`src/rtl/pipe_ctrl_pkg.sv`:
```
// Shared types and parameter defaults for the pipeline hazard / DMA sequencing controller.
package pipe_ctrl_pkg;

   // State encodings: ST_RUN=0, ST_DRAIN=1, ST_OWN=2.
   // The ST_ prefix keeps these literals apart from the DRAIN parameter of the top module.
   typedef enum logic [1:0] {
      ST_RUN   = 2'd0,
      ST_DRAIN = 2'd1,
      ST_OWN   = 2'd2
   } state_t;

   localparam int REGW_DEF   = 5;
   localparam int DRAIN_DEF  = 3;
   localparam int MAXOWN_DEF = 64;

endpackage

```
`src/rtl/pipe_hazard_ctrl_loaduse_detect.sv`:
```
// Load-use comparator.
// A load in EX whose nonzero destination register feeds either source operand of the instruction in ID.
module loaduse_detect
   import pipe_ctrl_pkg::*;
#(
   parameter int REGW = REGW_DEF
) (
   input  logic [REGW-1:0] id_rs1,
   input  logic [REGW-1:0] id_rs2,
   input  logic [REGW-1:0] ex_rd,
   input  logic            ex_memread,
   output logic            loaduse
);

   // Register x0 is never a real dependency, so a load that targets it cannot stall.
   assign loaduse = ex_memread && (ex_rd != '0) &&
                    ((ex_rd == id_rs1) || (ex_rd == id_rs2));

endmodule

```
`src/rtl/pipe_hazard_ctrl.sv`:
```
// Pipeline sequencing controller: load-use stall, branch flush, and DMA bus arbitration.
// PIPE_HAZARD_CTRL_DMA_EN enables the DRAIN/OWN states, the drain and ownership
// counters, holdoff, and dma_gnt. Without it the controller stays in RUN, dma_req
// is ignored, and dma_gnt is tied low.
//
//  state    | meaning
//  ---------+-------------------------------------------------------------
//  ST_RUN   | normal issue; load-use stalls and branch flushes apply
//  ST_DRAIN | bubbles inserted while the pipe empties; cnt counts down
//  ST_OWN   | bus granted to the DMA; own counts cycles of ownership
module pipe_hazard_ctrl
   import pipe_ctrl_pkg::*;
#(
   parameter int REGW   = REGW_DEF,
   parameter int DRAIN  = DRAIN_DEF,
   parameter int MAXOWN = MAXOWN_DEF
) (
   input  logic            clk,
   input  logic            rst,
   input  logic [REGW-1:0] id_rs1,
   input  logic [REGW-1:0] id_rs2,
   input  logic [REGW-1:0] ex_rd,
   input  logic            ex_memread,
   input  logic            branch_taken,
   input  logic            dma_req,
   output logic            pc_en,
   output logic            ifid_en,
   output logic            ifid_flush,
   output logic            idex_en,
   output logic            dma_gnt
);

   logic   loaduse;
   state_t state_q;

   loaduse_detect #(.REGW(REGW)) u_loaduse (
      .id_rs1     (id_rs1),
      .id_rs2     (id_rs2),
      .ex_rd      (ex_rd),
      .ex_memread (ex_memread),
      .loaduse    (loaduse)
   );

`ifdef PIPE_HAZARD_CTRL_DMA_EN
   state_t     state_d;
   logic [3:0] cnt_q, cnt_d;
   logic [7:0] own_q, own_d;
   logic       holdoff_q, holdoff_d;
   logic       dma_gnt_q;

   // State and counter registers; the grant is registered from the next state.
   always_ff @(posedge clk) begin
      if (rst) begin
         state_q   <= ST_RUN;
         cnt_q     <= 4'd0;
         own_q     <= 8'd0;
         holdoff_q <= 1'b0;
         dma_gnt_q <= 1'b0;
      end else begin
         state_q   <= state_d;
         cnt_q     <= cnt_d;
         own_q     <= own_d;
         holdoff_q <= holdoff_d;
         dma_gnt_q <= (state_d == ST_OWN);
      end
   end

   // Next-state logic: drain the pipe, grant the bus, and bound how long the DMA keeps it.
   always_comb begin
      state_d   = state_q;
      cnt_d     = cnt_q;
      own_d     = own_q;
      holdoff_d = holdoff_q;
      case (state_q)
         ST_RUN: begin
            holdoff_d = 1'b0;
            if (dma_req && !holdoff_q) begin
               state_d = ST_DRAIN;
               cnt_d   = 4'(DRAIN - 1);
            end
         end
         ST_DRAIN: begin
            if (!dma_req) begin
               state_d = ST_RUN;
            end else if (cnt_q == 4'd0) begin
               state_d = ST_OWN;
               own_d   = 8'd0;
            end else begin
               cnt_d = cnt_q - 4'd1;
            end
         end
         ST_OWN: begin
            // The limit is compared before incrementing, so own never wraps at MAXOWN=256.
            if (!dma_req || (own_q == 8'(MAXOWN - 1))) begin
               state_d   = ST_RUN;
               holdoff_d = 1'b1;
            end else begin
               own_d = own_q + 8'd1;
            end
         end
         default: state_d = ST_RUN;
      endcase
   end

   assign dma_gnt = dma_gnt_q;
`else
   logic dma_unused;

   assign state_q    = ST_RUN;
   assign dma_gnt    = 1'b0;
   assign dma_unused = clk ^ dma_req ^ (DRAIN == 0) ^ (MAXOWN == 0);
`endif

   // Pipeline register enables from the state and the current hazards; reset clears the pipe.
   always_comb begin
      pc_en      = 1'b1;
      ifid_en    = 1'b1;
      ifid_flush = 1'b0;
      idex_en    = 1'b1;
      if (rst) begin
         pc_en      = 1'b0;
         ifid_en    = 1'b0;
         ifid_flush = 1'b1;
         idex_en    = 1'b0;
      end else begin
         case (state_q)
            ST_RUN: begin
               if (branch_taken) begin
                  ifid_flush = 1'b1;
                  idex_en    = 1'b0;
               end else if (loaduse) begin
                  pc_en   = 1'b0;
                  ifid_en = 1'b0;
                  idex_en = 1'b0;
               end
            end
            ST_DRAIN: begin
               // A branch resolving during the drain still redirects the PC and squashes the wrong path.
               pc_en      = branch_taken;
               ifid_en    = 1'b0;
               ifid_flush = branch_taken;
               idex_en    = 1'b0;
            end
            default: begin
               pc_en   = 1'b0;
               ifid_en = 1'b0;
               idex_en = 1'b0;
            end
         endcase
      end
   end

endmodule
```
`config.mk`:
```
export PLATFORM = sky130hd
export DESIGN_NAME = pipe_hazard_ctrl
export DESIGN_NICKNAME = d
export VERILOG_FILES = /design/src/rtl/pipe_ctrl_pkg.sv /design/src/rtl/pipe_hazard_ctrl_loaduse_detect.sv /design/src/rtl/pipe_hazard_ctrl.sv
export SDC_FILE = /design/constraint.sdc
export NUM_CORES = 1
export LEC_CHECK = 0
export ABC_AREA = 0
export ABC_CLOCK_PERIOD_IN_PS = 3200
export CORE_AREA = 2 2 39 41
export DETAILED_ROUTE_END_ITERATION = 10
export DIE_AREA = 0 0 41 43
export GPL_ROUTABILITY_DRIVEN = 0
export PLACE_DENSITY = 0.47
export SKIP_LAST_GASP = 1
export SLEW_MARGIN = 5
export SYNTH_ARGS = -nofsm -noshare
export SYNTH_HDL_FRONTEND = slang
export SYNTH_SLANG_ARGS = --single-unit
```
`constraint.sdc`:
```
create_clock -name vclk -period 3.2
set_clock_uncertainty 0.1 [all_clocks]
set_input_delay 0.64 -clock vclk [all_inputs]
set_output_delay 0.64 -clock vclk [all_outputs]
set_load 0.1 [all_outputs]
```
==> impl_metrics.env, run 1 <==
export IMPL_outcome="complete, no violations"
export IMPL_holdPathStages=3
export IMPL_final_seq_area_sq_um=0
export IMPL_ant_nets=0
export IMPL_drc=0
export IMPL_rsz0062_at_grt="no"
export IMPL_antenna_found_initial=0
export IMPL_fin_util=0.318
export IMPL_synth_top_area_share=0.483
export IMPL_drtIter0Drc=0
export IMPL_critPathTopFamily="buffers and inverters"
export IMPL_layout_cells_non_filler=61
export IMPL_synth_top_cell_by_area="xnor2_1"
export IMPL_start_util=0.131
export IMPL_required_ns=2.46
export IMPL_dieWidth_microns=41
export IMPL_whs_endpoint="ifid_en"
export IMPL_die_area_sq_mm=0.00176
export IMPL_core_area_sq_mm=0.00138
export IMPL_slowest_stage="clkdlybuf4s50_1"
export IMPL_drt_wl_total_microns=492
export IMPL_netlist_instances=25
export IMPL_fill_cells=152
export IMPL_fin_crit_ns=2.84
export IMPL_multiInputGateArea_sq_um=169
export IMPL_firstDrtPassIters=1
export IMPL_synthToLayoutAreaGrowth_pct=143
export IMPL_hold_viol_final=0
export IMPL_vdd_drop_max_uv=84.2
export IMPL_startpoint_type="input pin"
export IMPL_path_class="in2out"
export IMPL_setup_slack_ns=0.364
export IMPL_layout_drive_gt1_share=0.178
export IMPL_synth_warnings=0
export IMPL_cp_end_kind="primary output"
export IMPL_hold_path_class="in2out"
export IMPL_grt_pass1_wl_microns=745
export IMPL_grt_use_total=0.0569
export IMPL_cts_resized=0
export IMPL_nets=67
export IMPL_clock_buffers=0
export IMPL_port_buffers=22
export IMPL_via_per_inst=3.74
export IMPL_wl_per_cell_microns=8.07
export IMPL_synth_cell_types=12
export IMPL_power_uw=84.7
export IMPL_syn_nets=45
export IMPL_grt_pass1_vias=211
export IMPL_place_worst_setup_slack_ns=0.339
export IMPL_grt_max_degree=4
export IMPL_cp_max_fo=3
export IMPL_num_rows=14
export IMPL_synth_most_common_cell="xnor2_1"
export IMPL_cp_cell_sequence="clkdlybuf4s50_1 -> xnor2_1 -> nand3_1 -> o22ai_2 -> a41oi_2 -> buf_12"
export IMPL_dr_total_vias=228
export IMPL_final_max_slew_viol_count=0
export IMPL_worstPathArrival_ns=2.10
export IMPL_path_buf_inv=2
export IMPL_cts_hold_buf=0
export IMPL_period_share=0.886
export IMPL_avgSynthCellArea_sq_um=7.26
export IMPL_p_per_area_mw_per_mm2=192
export IMPL_post_cts_setup_buffers=0
export IMPL_die_h_microns=43
export IMPL_power_leakage_nw=0.150
export IMPL_fmax_ghz=0.353
export IMPL_finalSetupViolations=0
export IMPL_fin_tns_setup_ns=0
export IMPL_place_hpwl_microns=451
export IMPL_netlist_area_sq_um=181
export IMPL_seq_cells=0
export IMPL_cpPeakStageDelay_ns=0.53
export IMPL_grt_ovfl_total=0
export IMPL_min_from="rst"
export IMPL_dpl_cell_count=61
export IMPL_n_antenna_cell=0
export IMPL_ys_seq_area_frac=0
export IMPL_ioPinCount=25
export IMPL_synth_commonest_cells="xnor2_1, nand2_1, buf_4, nand3_1"
export IMPL_synth_area_top_cells="xnor2_1, a41oi_2, buf_4"
export IMPL_maxCapViolations=0
-- placed cells by master (no fill, tap or decap), drive strengths merged, types with 2 or more instances in the layout --
cell / count
clkdlybuf4s50: 18
nand3: 2
nand2: 3
xnor2: 10
buf: 4
-- logic make-up (layout without fill, tap and decap cells) --
| family | count (synthesis) | after routing | synth area share |
|---|---|---|---|
| and+or+nand+nor | 8 | 8 | 0.200 |
| buffers and inverters | 3 | 23 | 0.103 |
| other | 1 | 1 | 0.0207 |
| AOI/OAI and AO/OA | 3 | 3 | 0.193 |
| xor gates and xnor gates | 10 | 10 | 0.483 |
-- cell type report --
type	count	share of cell area
repair buffers	22	0.563
multi-input cells	22	0.384
well taps	16	0.0455
inverters	1	0.00852
-- worst max-delay path by stage --
stage                  start     to  slack, ns  cells after the start
finish              ex_rd[4]  pc_en       0.36                      6
global route        ex_rd[2]  pc_en       0.28                      6
CTS                 ex_rd[4]  pc_en       0.33                      6
detailed placement  ex_rd[4]  pc_en       0.34                      6
global placement    ex_rd[3]  pc_en       0.34                      6
floorplan           ex_rd[1]  pc_en       0.10                      4
-- stage by stage --
| stage | instance area (sq um) | hold WS (ns) |
|---|---|---|
| 3_5_place_dp | 440 | 1.91 |
| 2_1_floorplan | 188 | 1.36 |
| 4_1_cts | 440 | 1.91 |
| 6_report | 440 | 1.91 |
| 5_1_grt | 440 | 1.95 |
| 3_3_place_gp | 440 | 1.91 |
-- layer usage --
metal  GRT usage  share of wire  vias to the layer above
li1            -              -                      120
met1      0.0570           0.34                       94
met2       0.113           0.49                       14
met3      0.0157           0.17                        0
met4           0              0                        0
met5           0              0                        -
-- report_power, final --
part | switching (mW) | total (mW) | internal (mW) | leakage, nW
sequential | 0 | 0 | 0 | 0
clock | 0 | 0 | 0 | 0
combinational | 0.0441 | 0.0847 | 0.0405 | 0.150
total | 0.0441 | 0.0847 | 0.0405 | 0.150
No activity file was read; power rests on OpenSTA's default activity.
==> run 2, diff against run 1 <==
ABC_CLOCK_PERIOD_IN_PS = 2600   (was 3200)
PLACE_DENSITY = 0.49   (was 0.47)
clock period = 2.6 ns   (was 3.2 ns; I/O delays follow)
==> run 2 against run 1 <==
  * Non-clock buffer count stayed put
  * Total power rose by 31%
  * Sequential share of layout area stayed put
==> impl_metrics.env, run 2 (synthesis results as in run 1) <==
export IMPL_firstDrtPassIters=1
export IMPL_fmax_ghz=0.397
export IMPL_hold_viol_final=0
export IMPL_core_area_sq_mm=0.00138
export IMPL_fin_crit_ns=2.52
export IMPL_fin_tns_setup_ns=0
export IMPL_grt_pass1_wl_microns=910
export IMPL_seq_cells=0
export IMPL_maxCapViolations=0
export IMPL_wl_per_cell_microns=8.33
export IMPL_post_cts_setup_buffers=0
export IMPL_cp_end_kind="primary output"
export IMPL_ioPinCount=25
export IMPL_synthToLayoutAreaGrowth_pct=166
export IMPL_final_common_cell="clkdlybuf4s50_1"
export IMPL_final_max_slew_viol_count=0
export IMPL_die_area_sq_mm=0.00176
export IMPL_drt_wl_total_microns=508
export IMPL_start_util=0.131
export IMPL_grt_max_degree=4
export IMPL_place_hpwl_microns=472
export IMPL_period_share=0.969
export IMPL_drtIter0Drc=0
export IMPL_grt_pass1_vias=261
export IMPL_dr_total_vias=240
export IMPL_fill_cells=143
export IMPL_power_leakage_nw=0.193
export IMPL_grt_ovfl_total=0
export IMPL_dpl_cell_count=61
export IMPL_rsz0062_at_grt="no"
export IMPL_ant_nets=0
export IMPL_outcome="complete, no violations"
export IMPL_n_antenna_cell=0
export IMPL_antenna_found_initial=0
export IMPL_clock_buffers=0
export IMPL_startpoint_type="input pin"
export IMPL_drc=0
export IMPL_hold_path_class="in2out"
export IMPL_layout_cells_non_filler=61
export IMPL_required_ns=1.98
export IMPL_die_h_microns=43
export IMPL_layout_drive_gt1_share=0.178
export IMPL_final_seq_area_sq_um=0
export IMPL_dieWidth_microns=41
export IMPL_p_per_area_mw_per_mm2=230
export IMPL_worstPathArrival_ns=1.90
export IMPL_num_rows=14
export IMPL_cts_resized=0
export IMPL_via_per_inst=3.93
export IMPL_port_buffers=22
export IMPL_final_cell_mix="clkdlybuf4s50_1, xnor2_1, dlymetal6s2s_1, buf_12, nand2_1"
export IMPL_path_class="in2out"
export IMPL_cp_max_fo=3
export IMPL_vdd_drop_max_uv=99.1
export IMPL_nets=67
export IMPL_grt_use_total=0.0689
export IMPL_cts_hold_buf=0
export IMPL_finalSetupViolations=0
[run 2: per-layer routing]
metal	track usage	vias up	wire, microns
li1	-	122	-
met1	0.0759	104	181
met2	0.131	14	258
met3	0.0157	0	68
met4	0	0	0
met5	0	-	0
[run 2: worst paths after layout]
kind / from / end / slack, ns / cells past startpoint
setup / recovery: ex_rd[0] / pc_en / 0.08 / 6
hold / removal: ex_rd[4] / idex_en / 1.57 / 5
[run 2: area by class of cell]
type | instances | area, sq um | area share
Tap cell | 16 | 20.0 | 0.0416
Multi-Input combinational cell | 22 | 188 | 0.390
Inverter | 1 | 3.75 | 0.00779
Timing Repair Buffer | 22 | 270 | 0.561
[run 2: worst max-delay path: stages]
cell and delay (ns):
clkdlybuf4s50_1 0.53, xnor2_1 0.13, nand2_1 0.11, o22ai_4 0.22, a41oi_4 0.18, buf_12 0.20
[run 2: report_power, final]
part | internal (mW) | switching, mW | leakage [nW]
logic | 0.0528 | 0.0579 | 0.193
clock network | 0 | 0 | 0
registers | 0 | 0 | 0
[run 2: stage by stage]
step	setup WS, ns	power, mW	hold slack, ns	util	cell area (sq um)
CTS	0.00128	0.110	1.69	0.335	464
floorplan	-0.110	0.0604	1.04	-	199
global placement	0.0184	0.110	1.69	0.335	464
global route	0.00882	0.117	1.64	0.348	482
finish	0.0793	0.111	1.57	0.348	482
detailed placement	0.00818	0.110	1.69	0.335	464
